<file path="src/rtl/qpsk_pkg.sv">
// Shared QPSK definitions: sample/product widths, demodulator states and
// the (I,Q) bit-pair constants also used by the transmit-side selector.
package qpsk_pkg;

  localparam int SAMPLE_W = 10;
  localparam int PROD_W   = 20;

  typedef enum logic {
    ACQ   = 1'b0,
    TRACK = 1'b1
  } demod_state_e;

  // {Ichannel, Qchannel}
  localparam logic [1:0] SYM00 = 2'b00;
  localparam logic [1:0] SYM01 = 2'b01;
  localparam logic [1:0] SYM11 = 2'b11;
  localparam logic [1:0] SYM10 = 2'b10;

endpackage

</file>
<file path="src/rtl/qpsk_demod_if.sv">
// Sample-side and decision-side signals of the QPSK demodulator.
// Optional macro QPSK_DEMOD_SOFT_EN adds the soft_i/soft_q correlation sums.
interface qpsk_demod_if
`ifdef QPSK_DEMOD_SOFT_EN
  #(parameter int ACC_W = 24)
`endif
  ;
  import qpsk_pkg::*;

  logic signed [SAMPLE_W-1:0] sample_in;
  logic signed [SAMPLE_W-1:0] ref_i;
  logic signed [SAMPLE_W-1:0] ref_q;
  logic                       sample_valid;
  logic                       sym_sync;
  logic                       Ichannel;
  logic                       Qchannel;
  logic                       sym_valid;
  logic                       locked;
`ifdef QPSK_DEMOD_SOFT_EN
  logic signed [ACC_W-1:0]    soft_i;
  logic signed [ACC_W-1:0]    soft_q;

  modport master (output sample_in, ref_i, ref_q, sample_valid, sym_sync,
                  input  Ichannel, Qchannel, sym_valid, locked, soft_i, soft_q);
  modport slave  (input  sample_in, ref_i, ref_q, sample_valid, sym_sync,
                  output Ichannel, Qchannel, sym_valid, locked, soft_i, soft_q);
`else
  modport master (output sample_in, ref_i, ref_q, sample_valid, sym_sync,
                  input  Ichannel, Qchannel, sym_valid, locked);
  modport slave  (input  sample_in, ref_i, ref_q, sample_valid, sym_sync,
                  output Ichannel, Qchannel, sym_valid, locked);
`endif

endinterface

</file>
<file path="src/rtl/qpsk_correlator.sv">
// One multiply-accumulate lane: sample * reference summed over a symbol.
// o_full is the running sum including the current product, so the top can
// decide on the last sample without an extra cycle.
module qpsk_correlator
  import qpsk_pkg::*;
#(
  parameter int ACC_W = 24
) (
  input  logic                       clk,
  input  logic                       rst_n,
  input  logic signed [SAMPLE_W-1:0] i_sample,
  input  logic signed [SAMPLE_W-1:0] i_ref,
  input  logic                       i_clear,
  input  logic                       i_load,
  input  logic                       i_acc,
  output logic signed [ACC_W-1:0]    o_full
);

  logic signed [PROD_W-1:0] w_prod;
  logic signed [ACC_W-1:0]  w_prod_ext;
  logic signed [ACC_W-1:0]  r_acc;

  assign w_prod     = i_sample * i_ref;
  assign w_prod_ext = {{(ACC_W-PROD_W){w_prod[PROD_W-1]}}, w_prod};
  assign o_full     = r_acc + w_prod_ext;

  // Accumulator: load starts a new symbol with sample 0, clear empties it.
  always_ff @(posedge clk or negedge rst_n) begin
    if (!rst_n) begin
      r_acc <= '0;
    end else if (i_load) begin
      r_acc <= w_prod_ext;
    end else if (i_clear) begin
      r_acc <= '0;
    end else if (i_acc) begin
      r_acc <= o_full;
    end
  end

endmodule

</file>
<file path="src/rtl/qpsk_demod.sv">
// QPSK symbol detector: correlates the received stream against the I/Q
// reference carriers over SPS samples and decides one bit pair per symbol.
// Optional macro QPSK_DEMOD_SOFT_EN exports the full correlation sums.
module qpsk_demod
  import qpsk_pkg::*;
#(
  parameter int SPS   = 16,
  parameter int ACC_W = 24
) (
  input  logic        clk,
  input  logic        rst_n,
  qpsk_demod_if.slave bus
);

  localparam int                CNT_W    = $clog2(SPS);
  localparam logic [CNT_W-1:0]  CNT_LAST = CNT_W'(SPS - 1);

  demod_state_e            r_state;
  demod_state_e            w_state_nxt;
  logic [CNT_W-1:0]        r_cnt;
  logic                    w_load;
  logic                    w_clear;
  logic                    w_acc;
  logic                    w_decide;
  logic signed [ACC_W-1:0] w_full_i;
  logic signed [ACC_W-1:0] w_full_q;
  logic                    r_ich;
  logic                    r_qch;
  logic                    r_sym_valid;
  logic                    r_locked;

  // State register.
  always_ff @(posedge clk or negedge rst_n) begin
    if (!rst_n) r_state <= ACQ;
    else        r_state <= w_state_nxt;
  end

  // Next state: any symbol strobe acquires; only reset returns to ACQ.
  always_comb begin
    w_state_nxt = r_state;
    if (bus.sym_sync) w_state_nxt = TRACK;
  end

  // Control decode: a strobe always restarts the symbol, even on the last sample.
  always_comb begin
    w_load   = 1'b0;
    w_clear  = 1'b0;
    w_acc    = 1'b0;
    w_decide = 1'b0;
    if (bus.sym_sync) begin
      w_load  = bus.sample_valid;
      w_clear = !bus.sample_valid;
    end else if (r_state == TRACK && bus.sample_valid) begin
      if (r_cnt == CNT_LAST) begin
        w_decide = 1'b1;
        w_clear  = 1'b1;
      end else begin
        w_acc = 1'b1;
      end
    end
  end

  // Sample counter within the current symbol.
  always_ff @(posedge clk or negedge rst_n) begin
    if (!rst_n)       r_cnt <= '0;
    else if (w_load)  r_cnt <= CNT_W'(1);
    else if (w_clear) r_cnt <= '0;
    else if (w_acc)   r_cnt <= r_cnt + 1'b1;
  end

  qpsk_correlator #(.ACC_W(ACC_W)) u_corr_i (
    .clk      (clk),
    .rst_n    (rst_n),
    .i_sample (bus.sample_in),
    .i_ref    (bus.ref_i),
    .i_clear  (w_clear),
    .i_load   (w_load),
    .i_acc    (w_acc),
    .o_full   (w_full_i)
  );

  qpsk_correlator #(.ACC_W(ACC_W)) u_corr_q (
    .clk      (clk),
    .rst_n    (rst_n),
    .i_sample (bus.sample_in),
    .i_ref    (bus.ref_q),
    .i_clear  (w_clear),
    .i_load   (w_load),
    .i_acc    (w_acc),
    .o_full   (w_full_q)
  );

  // Decision registers: sign of the full sum, zero decides 1.
  always_ff @(posedge clk or negedge rst_n) begin
    if (!rst_n) begin
      r_ich       <= 1'b0;
      r_qch       <= 1'b0;
      r_sym_valid <= 1'b0;
      r_locked    <= 1'b0;
    end else begin
      r_sym_valid <= w_decide;
      if (w_decide) begin
        r_ich <= !w_full_i[ACC_W-1];
        r_qch <= !w_full_q[ACC_W-1];
      end
      if (bus.sym_sync) r_locked <= 1'b1;
    end
  end

  assign bus.Ichannel  = r_ich;
  assign bus.Qchannel  = r_qch;
  assign bus.sym_valid = r_sym_valid;
  assign bus.locked    = r_locked;

`ifdef QPSK_DEMOD_SOFT_EN
  logic signed [ACC_W-1:0] r_soft_i;
  logic signed [ACC_W-1:0] r_soft_q;

  // Soft sums captured alongside the hard decision.
  always_ff @(posedge clk or negedge rst_n) begin
    if (!rst_n) begin
      r_soft_i <= '0;
      r_soft_q <= '0;
    end else if (w_decide) begin
      r_soft_i <= w_full_i;
      r_soft_q <= w_full_q;
    end
  end

  assign bus.soft_i = r_soft_i;
  assign bus.soft_q = r_soft_q;
`endif

endmodule

</file>
<file path="src/flat_wrapper.sv">
// flat-port wrapper written by rule: the top's interface ports become plain ports
module qpsk_demod_flat import qpsk_pkg::*;
#(
  parameter int SPS   = 16,
  parameter int ACC_W = 24
)
  (clk, rst_n, bus_sample_in, bus_ref_i, bus_ref_q, bus_sample_valid, bus_sym_sync, bus_Ichannel, bus_Qchannel, bus_sym_valid, bus_locked);
  qpsk_demod_if bus_i ();
  input  logic clk;
  input  logic rst_n;
  input wire logic [$bits(bus_i.sample_in)-1:0] bus_sample_in;
  input wire logic [$bits(bus_i.ref_i)-1:0] bus_ref_i;
  input wire logic [$bits(bus_i.ref_q)-1:0] bus_ref_q;
  input wire logic [$bits(bus_i.sample_valid)-1:0] bus_sample_valid;
  input wire logic [$bits(bus_i.sym_sync)-1:0] bus_sym_sync;
  output wire logic [$bits(bus_i.Ichannel)-1:0] bus_Ichannel;
  output wire logic [$bits(bus_i.Qchannel)-1:0] bus_Qchannel;
  output wire logic [$bits(bus_i.sym_valid)-1:0] bus_sym_valid;
  output wire logic [$bits(bus_i.locked)-1:0] bus_locked;
  assign bus_i.sample_in = bus_sample_in;
  assign bus_i.ref_i = bus_ref_i;
  assign bus_i.ref_q = bus_ref_q;
  assign bus_i.sample_valid = bus_sample_valid;
  assign bus_i.sym_sync = bus_sym_sync;
  assign bus_Ichannel = bus_i.Ichannel;
  assign bus_Qchannel = bus_i.Qchannel;
  assign bus_sym_valid = bus_i.sym_valid;
  assign bus_locked = bus_i.locked;
  qpsk_demod #(.SPS(SPS), .ACC_W(ACC_W)) u_core (.clk(clk), .rst_n(rst_n), .bus(bus_i));
endmodule
</file>
<file path="config.mk">
export PLATFORM = sky130hd
export DESIGN_NAME = qpsk_demod_flat
export DESIGN_NICKNAME = d
export VERILOG_FILES = /design/src/rtl/qpsk_pkg.sv /design/src/rtl/qpsk_demod_if.sv /design/src/rtl/qpsk_correlator.sv /design/src/rtl/qpsk_demod.sv /design/src/flat_wrapper.sv
export SDC_FILE = /design/constraint.sdc
export NUM_CORES = 1
export LEC_CHECK = 0
export CAP_MARGIN = 20
export CORE_ASPECT_RATIO = 2
export CORE_MARGIN = 8
export CORE_UTILIZATION = 35
export DETAILED_ROUTE_END_ITERATION = 12
export GPL_ROUTABILITY_DRIVEN = 1
export SYNTH_ARGS = -nofsm -noshare
export SYNTH_HDL_FRONTEND = slang
export SYNTH_SLANG_ARGS = --single-unit
</file>
<file path="constraint.sdc">
create_clock -name clk -period 6.01 [get_ports clk]
set_input_delay 0.601 -clock clk [delete_from_list [all_inputs] [get_ports clk]]
set_output_delay 0.601 -clock clk [all_outputs]
set_load 0.01 [all_outputs]
</file>
* After elaboration in Yosys (flattened, before gate mapping)
Index checks and enable logic that the tools add are counted.
** Operators by class
- Add/sub/neg operators :: 3
- Multiply operators :: 2
- Eq/ne operators :: 1
- Mux-type cells :: 17
- Reduce and logical (&&, ||, !) cells :: 5
** Operators by type and width (count)
- 24-bit 2-to-1 mux :: 6
- 24-bit by 20-bit adder with 24-bit output :: 2
- 10-bit by 10-bit multiplier with 20-bit output :: 2
- 4-bit 2-to-1 mux :: 3
- 1-bit 2-to-1 mux :: 8
- 4-bit by 1-bit adder with 4-bit output (second input constant) :: 1
- 4-bit equality test (second input constant) :: 1
- 1-bit logical NOT :: 3
- 3-bit nonzero test :: 1
- 1-bit logical AND :: 1
** Storage, ports and cells
- Flip-flop bits (word level) :: 56
- Bits of input ports :: 34
- Output and inout bits :: 4
- Logic and storage cells :: 35

* Longest topological paths before layout
Gate-level depths: netlist (run 1).
- Depth in word-level cells :: 7
- Depth in mapped cells :: 31
- Depth with buffers taken out :: 30

* Cells and area by module
A second synthesis (run 1) with hierarchy kept.
** Unflattened totals
- Cell total of the unflattened synthesis :: 1500
- Area, all modules :: 13063.8 um^2
** By module, submodules not included
- qpsk_correlator (u_core.u_corr_q) :: times used 1, cells each 728, area an instance 6359.8 um^2, sequential area each 600.6 um^2
- qpsk_correlator (u_core.u_corr_i) :: times used 1, cells each 740, area an instance 6327.3 um^2, sequential area each 600.6 um^2
- qpsk_demod :: times used 1, cells each 32, area an instance 376.6 um^2, sequential area each 200.2 um^2

* Worst setup path after synthesis (run 1)
Ideal clock, no wire load.
- Path type :: input to register
- From :: input port bus_sample_in[7]
- To :: register u_core.r_qch, in the netlist u_core.bus.Qchannel
- Setup time :: 125 ps
- Arrival time :: 7252 ps
- Data required time :: 5885 ps
- Slack :: -1366 ps
- Cell stages on the path :: 30
- Path buffers :: 1
- Cell sequence :: clkbuf_1 > nand2_1 > fa_1 > inv_1 > fa_1 > inv_1 > fa_1 > inv_1 > fa_1 > inv_1 > fa_1 > inv_1 > ha_1 > or3_1 > a21o_1 > and4_1 > o31ai_1 > nor2b_1 > xnor2_1 > ha_1 > a21o_1 > a21oi_1 > nor2b_1 > a311oi_1 > o2111ai_1 > a31o_1 > a21oi_1 > xor2_1 > xor2_1 > mux2_2
** On the way
- Word-level cells in the longest chain between the ends :: 3
** RTL lines
- start: declaration :: RTL line flat_wrapper.sv:11 : input wire logic [$bits(bus_i.sample_in)-1:0] bus_sample_in;
- 10-bit by 10-bit multiplier with 20-bit output :: RTL line qpsk_correlator.sv:23 : assign w_prod = i_sample * i_ref;
- 24-bit by 20-bit adder with 24-bit output :: RTL line qpsk_correlator.sv:25 : assign o_full = r_acc + w_prod_ext;
- 1-bit logical NOT :: RTL line qpsk_demod.sv:104 : r_qch <= !w_full_q[ACC_W-1];
- end signal: assignment :: RTL line qpsk_demod.sv:104
- end: declaration :: RTL line qpsk_demod.sv:28 : logic r_qch;
No other way between the ends.
A chain may end at the register's enable or synchronous reset.

* Worst setup path in the final report (run 1)
- From :: input port bus_sample_in[5]
- To :: register u_core.r_ich, in the netlist u_core.bus.Ichannel
** On the way
- Word-level cells in the longest chain between the ends :: 3
** RTL lines
- 10-bit by 10-bit multiplier with 20-bit output :: RTL line qpsk_correlator.sv:23
- 24-bit by 20-bit adder with 24-bit output :: RTL line qpsk_correlator.sv:25
- 1-bit logical NOT :: RTL line qpsk_demod.sv:103 : r_ich <= !w_full_i[ACC_W-1];
- end signal: assignment :: RTL line qpsk_demod.sv:103
- end: declaration :: RTL line qpsk_demod.sv:27 : logic r_ich;
No other way between the ends.

==> flow_summary.json, run 1 <==
{
  "cp.depth": 31,
  "antenna_found_initial": 0,
  "drive_above_1_share": 0.321,
  "met3_length_um": 574,
  "ys_types": 63,
  "clk_pin_slew_worst_paths_ns": 0.08,
  "numCtsBuffers": 5,
  "async_reset_ff_frac": 1.00,
  "dieHeight_um": 283,
  "synthCells": 1464,
  "wl_met2_um": 19300,
  "final_nets": 2164,
  "max_freq_mhz": 149,
  "rsz0062_at_grt": "yes",
  "avgSynthCellArea_um2": 8.55,
  "r2r-start": "u_core.u_corr_q.r_acc[0]",
  "worst_setup_path_start_kind": "primary input",
  "crit_family": "adder cells",
  "ys_ff_latch": 56,
  "syn_area_um2": 12500,
  "routabilityCongestion": 0.877,
  "critPathMaxStageDelay_ns": 0.55,
  "worst-setup-path-type": "primary input to flop",
  "grt_max_degree": 57,
  "die_w_um": 150,
  "dp_hpwl_um": 26400,
  "dp_slack_ns": -1.74,
  "drc": 0,
  "setup_viol": 22,
  "worst_slew_pin_slew_ns": 1.01,
  "htreeDepth": 2,
  "first_pass_iters": 4,
  "routed_via_density": 4.92,
  "skew_ns": 0.00998,
  "grt_pass1_vias": 12490,
  "ys_seq_area_frac": 0.112,
  "path_max_fanout": 5,
  "grt_use_total": 0.160,
  "endpoint_kind": "flop",
  "postPlaceCellArea_um2": 15500,
  "violations": "setup timing",
  "clock-sinks": 56,
  "fp.dieArea_um2": 42400,
  "crit_slowest_cell": "fa_1",
  "synth-edff-count": 0,
  "grt_pass1_wl_um": 56200,
  "nFillCells": 3439,
  "yosys-top-cells-area": "fa_1, ha_1, dfrtp_1",
  "routedWlPerCell_um": 14.8,
  "holdWs_ns": 0.428,
  "antenna_cells": 0,
  "fin_ws_ns": -0.702,
  "r2r_cells": 14,
  "synth_most_common_cell": "inv_1",
  "crit_top_cell": "fa_1",
  "status": "finished, violations left",
  "antenna_left": 0,
  "critPathRequiredTime_ns": 6.22,
  "crit_arrival_ns": 6.92,
  "dominantRegCellSynth": "dfrtp_1",
  "synth_common_cells": "inv_1, fa_1, ha_1",
  "rows": 98,
  "ys_warn_count": 0,
  "finalCritPeriodShare": 1.12,
  "final_cell_area_um2": 17200,
  "relSlewSlack": 0.330,
  "portBuffers": 37,
  "cts_root_buf": "clkbuf_16",
  "drt_iter0_markers": 364,
  "crit_buf_inv": 7,
  "overflow": 0,
  "cts_buffer_depth": 2,
  "syn2layout_area_growth_pct": 37.1,
  "highest_layer": "met4",
  "period_minus_slack_ns": 6.71,
  "drv_slew": 0,
  "drv_cap": 0,
  "wl_met1_um": 12100,
  "crit_path_start": "bus_sample_in[5]",
  "final_cells": 2250,
  "num_vias": 11059,
  "start_util": 0.352,
  "clk_latency_ns": 0.31,
  "wl_um": 33300,
  "dp.cells": 2170,
  "synth_top_area_frac": 0.294,
  "timing_hold_violations_final": 0,
  "synth_fp_nets": 1829,
  "cts_tree": "yes",
  "synth_top_area_cell": "fa_1",
  "io_pins": 38,
  "worst_hold_path_type": "primary input to async pin",
  "core_area_um2": 35600
}
## area by class of cell
| type | count | area (um2) | area share |
|---|---|---|---|
| multi-input cells | 1070 | 10900 | 0.635 |
| repair buffers | 379 | 3070 | 0.179 |
| flip-flops and latches | 56 | 1400 | 0.0816 |
| inverters | 287 | 1080 | 0.0631 |
| well taps | 450 | 563 | 0.0328 |
| clock buffers | 6 | 139 | 0.00809 |
| clock inverters | 2 | 10.0 | 0.000583 |
## routing by layer
layer / vias to the layer above / global-route usage
met3: 85 / 0.00830
met2: 190 / 0.326
met5: - / 0
li1: 5307 / -
met1: 5477 / 0.157
met4: 0 / 0.0733
## worst reg2reg max path: cells and delay by family, from the launching register on
kind                       cells  cell delay [ns]
AOI/OAI and AO/OA              7             1.23
adders and majority gates      2             0.59
buffers and inverters          2             0.21
DFF                            1             0.35
muxes                          1             0.21
and+or+nand+nor                2             0.26
## flip-flops by register name (all words and copies together) (netlist names)
| register | flops |
|---|---|
| u_core.bus.locked | 1 |
| u_core.r_cnt | 4 |
| u_core.bus.sym_valid | 1 |
| u_core.u_corr_q.r_acc | 24 |
| u_core.bus.Ichannel | 1 |
| u_core.u_corr_i.r_acc | 24 |
| u_core.bus.Qchannel | 1 |
## cells by family (layout without fill, tap and decap cells)
group / Yosys count / in the layout / share of synthesized area
DFF: 56 / 56 / 0.112
AOI/OAI and AO/OA: 228 / 228 / 0.124
and+or+nand+nor: 422 / 422 / 0.159
xor gates and xnor gates: 85 / 85 / 0.0595
buffers and inverters: 338 / 674 / 0.101
muxes: 4 / 4 / 0.00340
adders and majority gates: 331 / 331 / 0.441
## metrics by stage
stage	utilization	TNS [ns]
after floorplan	-	-9.56
after global placement	0.437	-33.55
after detailed placement	0.437	-37.18
after CTS	0.465	-9.43
after global routing	0.483	-14.19
final	0.483	-8.63
## path summary, 6_finish.rpt
check | to | slack [ns]
max | u_core.bus.Ichannel | -0.70
min | u_core.u_corr_q.r_acc[17] | 0.43
max reg2reg | u_core.u_corr_q.r_acc[20] | 3.05
min reg2reg | u_core.u_corr_i.r_acc[0] | 0.49
max in group asynchronous | u_core.u_corr_i.r_acc[17] | 4.99
min in group clk | u_core.u_corr_i.r_acc[0] | 0.49
## cell usage in the layout, fill, tap and decap left out, types with 15 or more instances in the layout
| master | count |
|---|---|
| a21oi_1 | 50 |
| a21oi_2 | 22 |
| a221oi_1 | 18 |
| and2_1 | 73 |
| buf_4 | 297 |
| buf_6 | 48 |
| dfrtp_1 | 56 |
| fa_1 | 174 |
| ha_1 | 129 |
| ha_4 | 16 |
| inv_1 | 271 |
| nand2_1 | 116 |
| nand2_2 | 15 |
| nor2_1 | 106 |
| o21ai_0 | 17 |
| xnor2_1 | 47 |
| xor2_1 | 21 |
## timing repair
item | in CTS | in global routing
buffers inserted | 46 | 25
pin swaps | 136 | 88
cloned | 3 | 0
hold buffers | 0 | 0
gates resized for setup | 244 | 105
endpoints found under the setup margin | 30 | 29
Power of run 1 is not shown: default switching activity piles up to over one toggle a cycle in this logic, so the estimate is an artifact.
==> run 2, diff against run 1 <==
- CORE_UTILIZATION: 35 -> 55
- PLACE_DENSITY: unset -> 0.72
==> run 2 against run 1 <==
  * The flow still finishes with violations (setup timing)
  * Worst hold slack gained 0.0082 ns
  * Maximum frequency shrank 3.3%
  * Sequential cell count is the same
  * Critical path type unchanged
  * Critical endpoint is now u_core.u_corr_q.r_acc[23]
  * Largest cell class unchanged
  * Highest routed layer unchanged
==> flow_summary.json, run 2 (synthesis gave the netlist of run 1 again) <==
{
  "violations": "setup timing",
  "drv_slew": 0,
  "setup_viol": 26,
  "numCtsBuffers": 5,
  "cts_buffer_depth": 2,
  "final_nets": 2158,
  "fp.dieArea_um2": 28100,
  "syn2layout_area_growth_pct": 35.6,
  "worst_hold_path_type": "primary input to async pin",
  "max_freq_mhz": 144,
  "fin_ws_ns": -0.934,
  "cts_tree": "yes",
  "antenna_found_initial": 0,
  "routedWlPerCell_um": 16.8,
  "antenna_cells": 0,
  "antenna_left": 0,
  "worst_setup_path_start_kind": "primary input",
  "skew_ns": 0.00806,
  "critPathMaxStageDelay_ns": 0.56,
  "drv_cap": 0,
  "drive_above_1_share": 0.317,
  "worst-setup-path-type": "primary input to flop",
  "crit_arrival_ns": 7.20,
  "core_area_um2": 22500,
  "grt_pass1_vias": 12725,
  "clk_latency_ns": 0.32,
  "grt_max_degree": 57,
  "path_max_fanout": 4,
  "endpoint_kind": "flop",
  "layout_commonest_cell": "buf_4",
  "dieHeight_um": 229,
  "overflow": 0,
  "portBuffers": 37,
  "io_pins": 38,
  "relSlewSlack": 0.382,
  "period_minus_slack_ns": 6.94,
  "nFillCells": 1458,
  "crit_buf_inv": 6,
  "routabilityCongestion": 0.942,
  "grt_pass1_wl_um": 56400,
  "drt_iter0_markers": 522,
  "finalCritPeriodShare": 1.16,
  "dp_slack_ns": -1.69,
  "crit_family": "adder cells",
  "timing_hold_violations_final": 0,
  "crit_slowest_cell": "fa_1",
  "clk_pin_slew_worst_paths_ns": 0.08,
  "routed_via_density": 5.47,
  "rows": 78,
  "layout_common_cells": "buf_4, inv_1, fa_1",
  "rsz0062_at_grt": "yes",
  "dp_hpwl_um": 25700,
  "status": "finished, violations left",
  "worst_slew_pin_slew_ns": 0.927,
  "first_pass_iters": 5,
  "num_vias": 11347,
  "start_util": 0.555,
  "holdWs_ns": 0.436,
  "critPathRequiredTime_ns": 6.27,
  "htreeDepth": 2,
  "wl_um": 34800,
  "die_w_um": 123,
  "grt_use_total": 0.247,
  "clock-sinks": 56,
  "reg_top3": "u_core.u_corr_i.r_acc (24), u_core.u_corr_q.r_acc (24), u_core.r_cnt (4)",
  "cts_root_buf": "clkbuf_16",
  "drc": 0
}
[run 2: cell count changes in the layout (fill, tap and decap cells not counted), sizes merged]
cell           delta
clkdlybuf4s15     +4
dlygate4sd2       -1
clkbuf            -6
inv               +1
buf               -4
bufbuf            +1
clkinv            -1
[run 2: final cells by class]
| class | count | area [um2] | share of cell area |
|---|---|---|---|
| Sequential cell | 56 | 1400 | 0.0826 |
| Timing Repair Buffer | 373 | 3120 | 0.184 |
| Tap cell | 280 | 350 | 0.0206 |
| Multi-Input combinational cell | 1070 | 10900 | 0.641 |
| Inverter | 287 | 1080 | 0.0637 |
| Clock inverter | 2 | 10.0 | 0.000590 |
| Clock buffer | 6 | 139 | 0.00818 |
[run 2: what timing repair did]
| item | CTS | global route |
|---|---|---|
| gates resized for setup | 272 | 81 |
| endpoints found under the setup margin | 31 | 28 |
| setup buffers | 55 | 21 |
| pin swaps | 130 | 88 |
| hold buffers | 0 | 0 |
| cloned | 2 | 0 |
[run 2: layer usage]
layer | wire length [um] | part of all wire | global-route usage | vias up
met5 | 0 | 0 | 0 | -
met4 | 1720 | 0.049 | 0.130 | 0
met3 | 1060 | 0.030 | 0.0251 | 121
met2 | 19900 | 0.57 | 0.480 | 304
met1 | 12100 | 0.35 | 0.241 | 5596
li1 | - | - | - | 5326
[run 2: path summary, 6_finish.rpt]
kind,from,endpoint,slack [ns],depth (start not counted)
setup / recovery,bus_ref_q[3],u_core.u_corr_q.r_acc[23],-0.93,30
hold / removal,rst_n,u_core.u_corr_q.r_acc[15],0.44,2
setup reg to reg,u_core.u_corr_q.r_acc[3],u_core.u_corr_q.r_acc[23],2.97,12
hold reg to reg,u_core.u_corr_q.r_acc[0],u_core.u_corr_q.r_acc[0],0.50,2
max in group asynchronous,rst_n,u_core.u_corr_i.r_acc[18],5.03,2
min in group clk,u_core.u_corr_q.r_acc[0],u_core.u_corr_q.r_acc[0],0.50,2
[run 2: metrics by stage]
step	cells	utilization	setup TNS, ns	area, um2
finish	2074	0.753	-12.18	17000
floorplan	1464	-	-9.56	13000
global placement	1997	0.678	-33.32	15300
CTS	2061	0.733	-10.61	16500
detailed placement	1997	0.678	-37.12	15300
global route	2074	0.753	-18.67	17000
Power of run 2 is left out for the same reason.
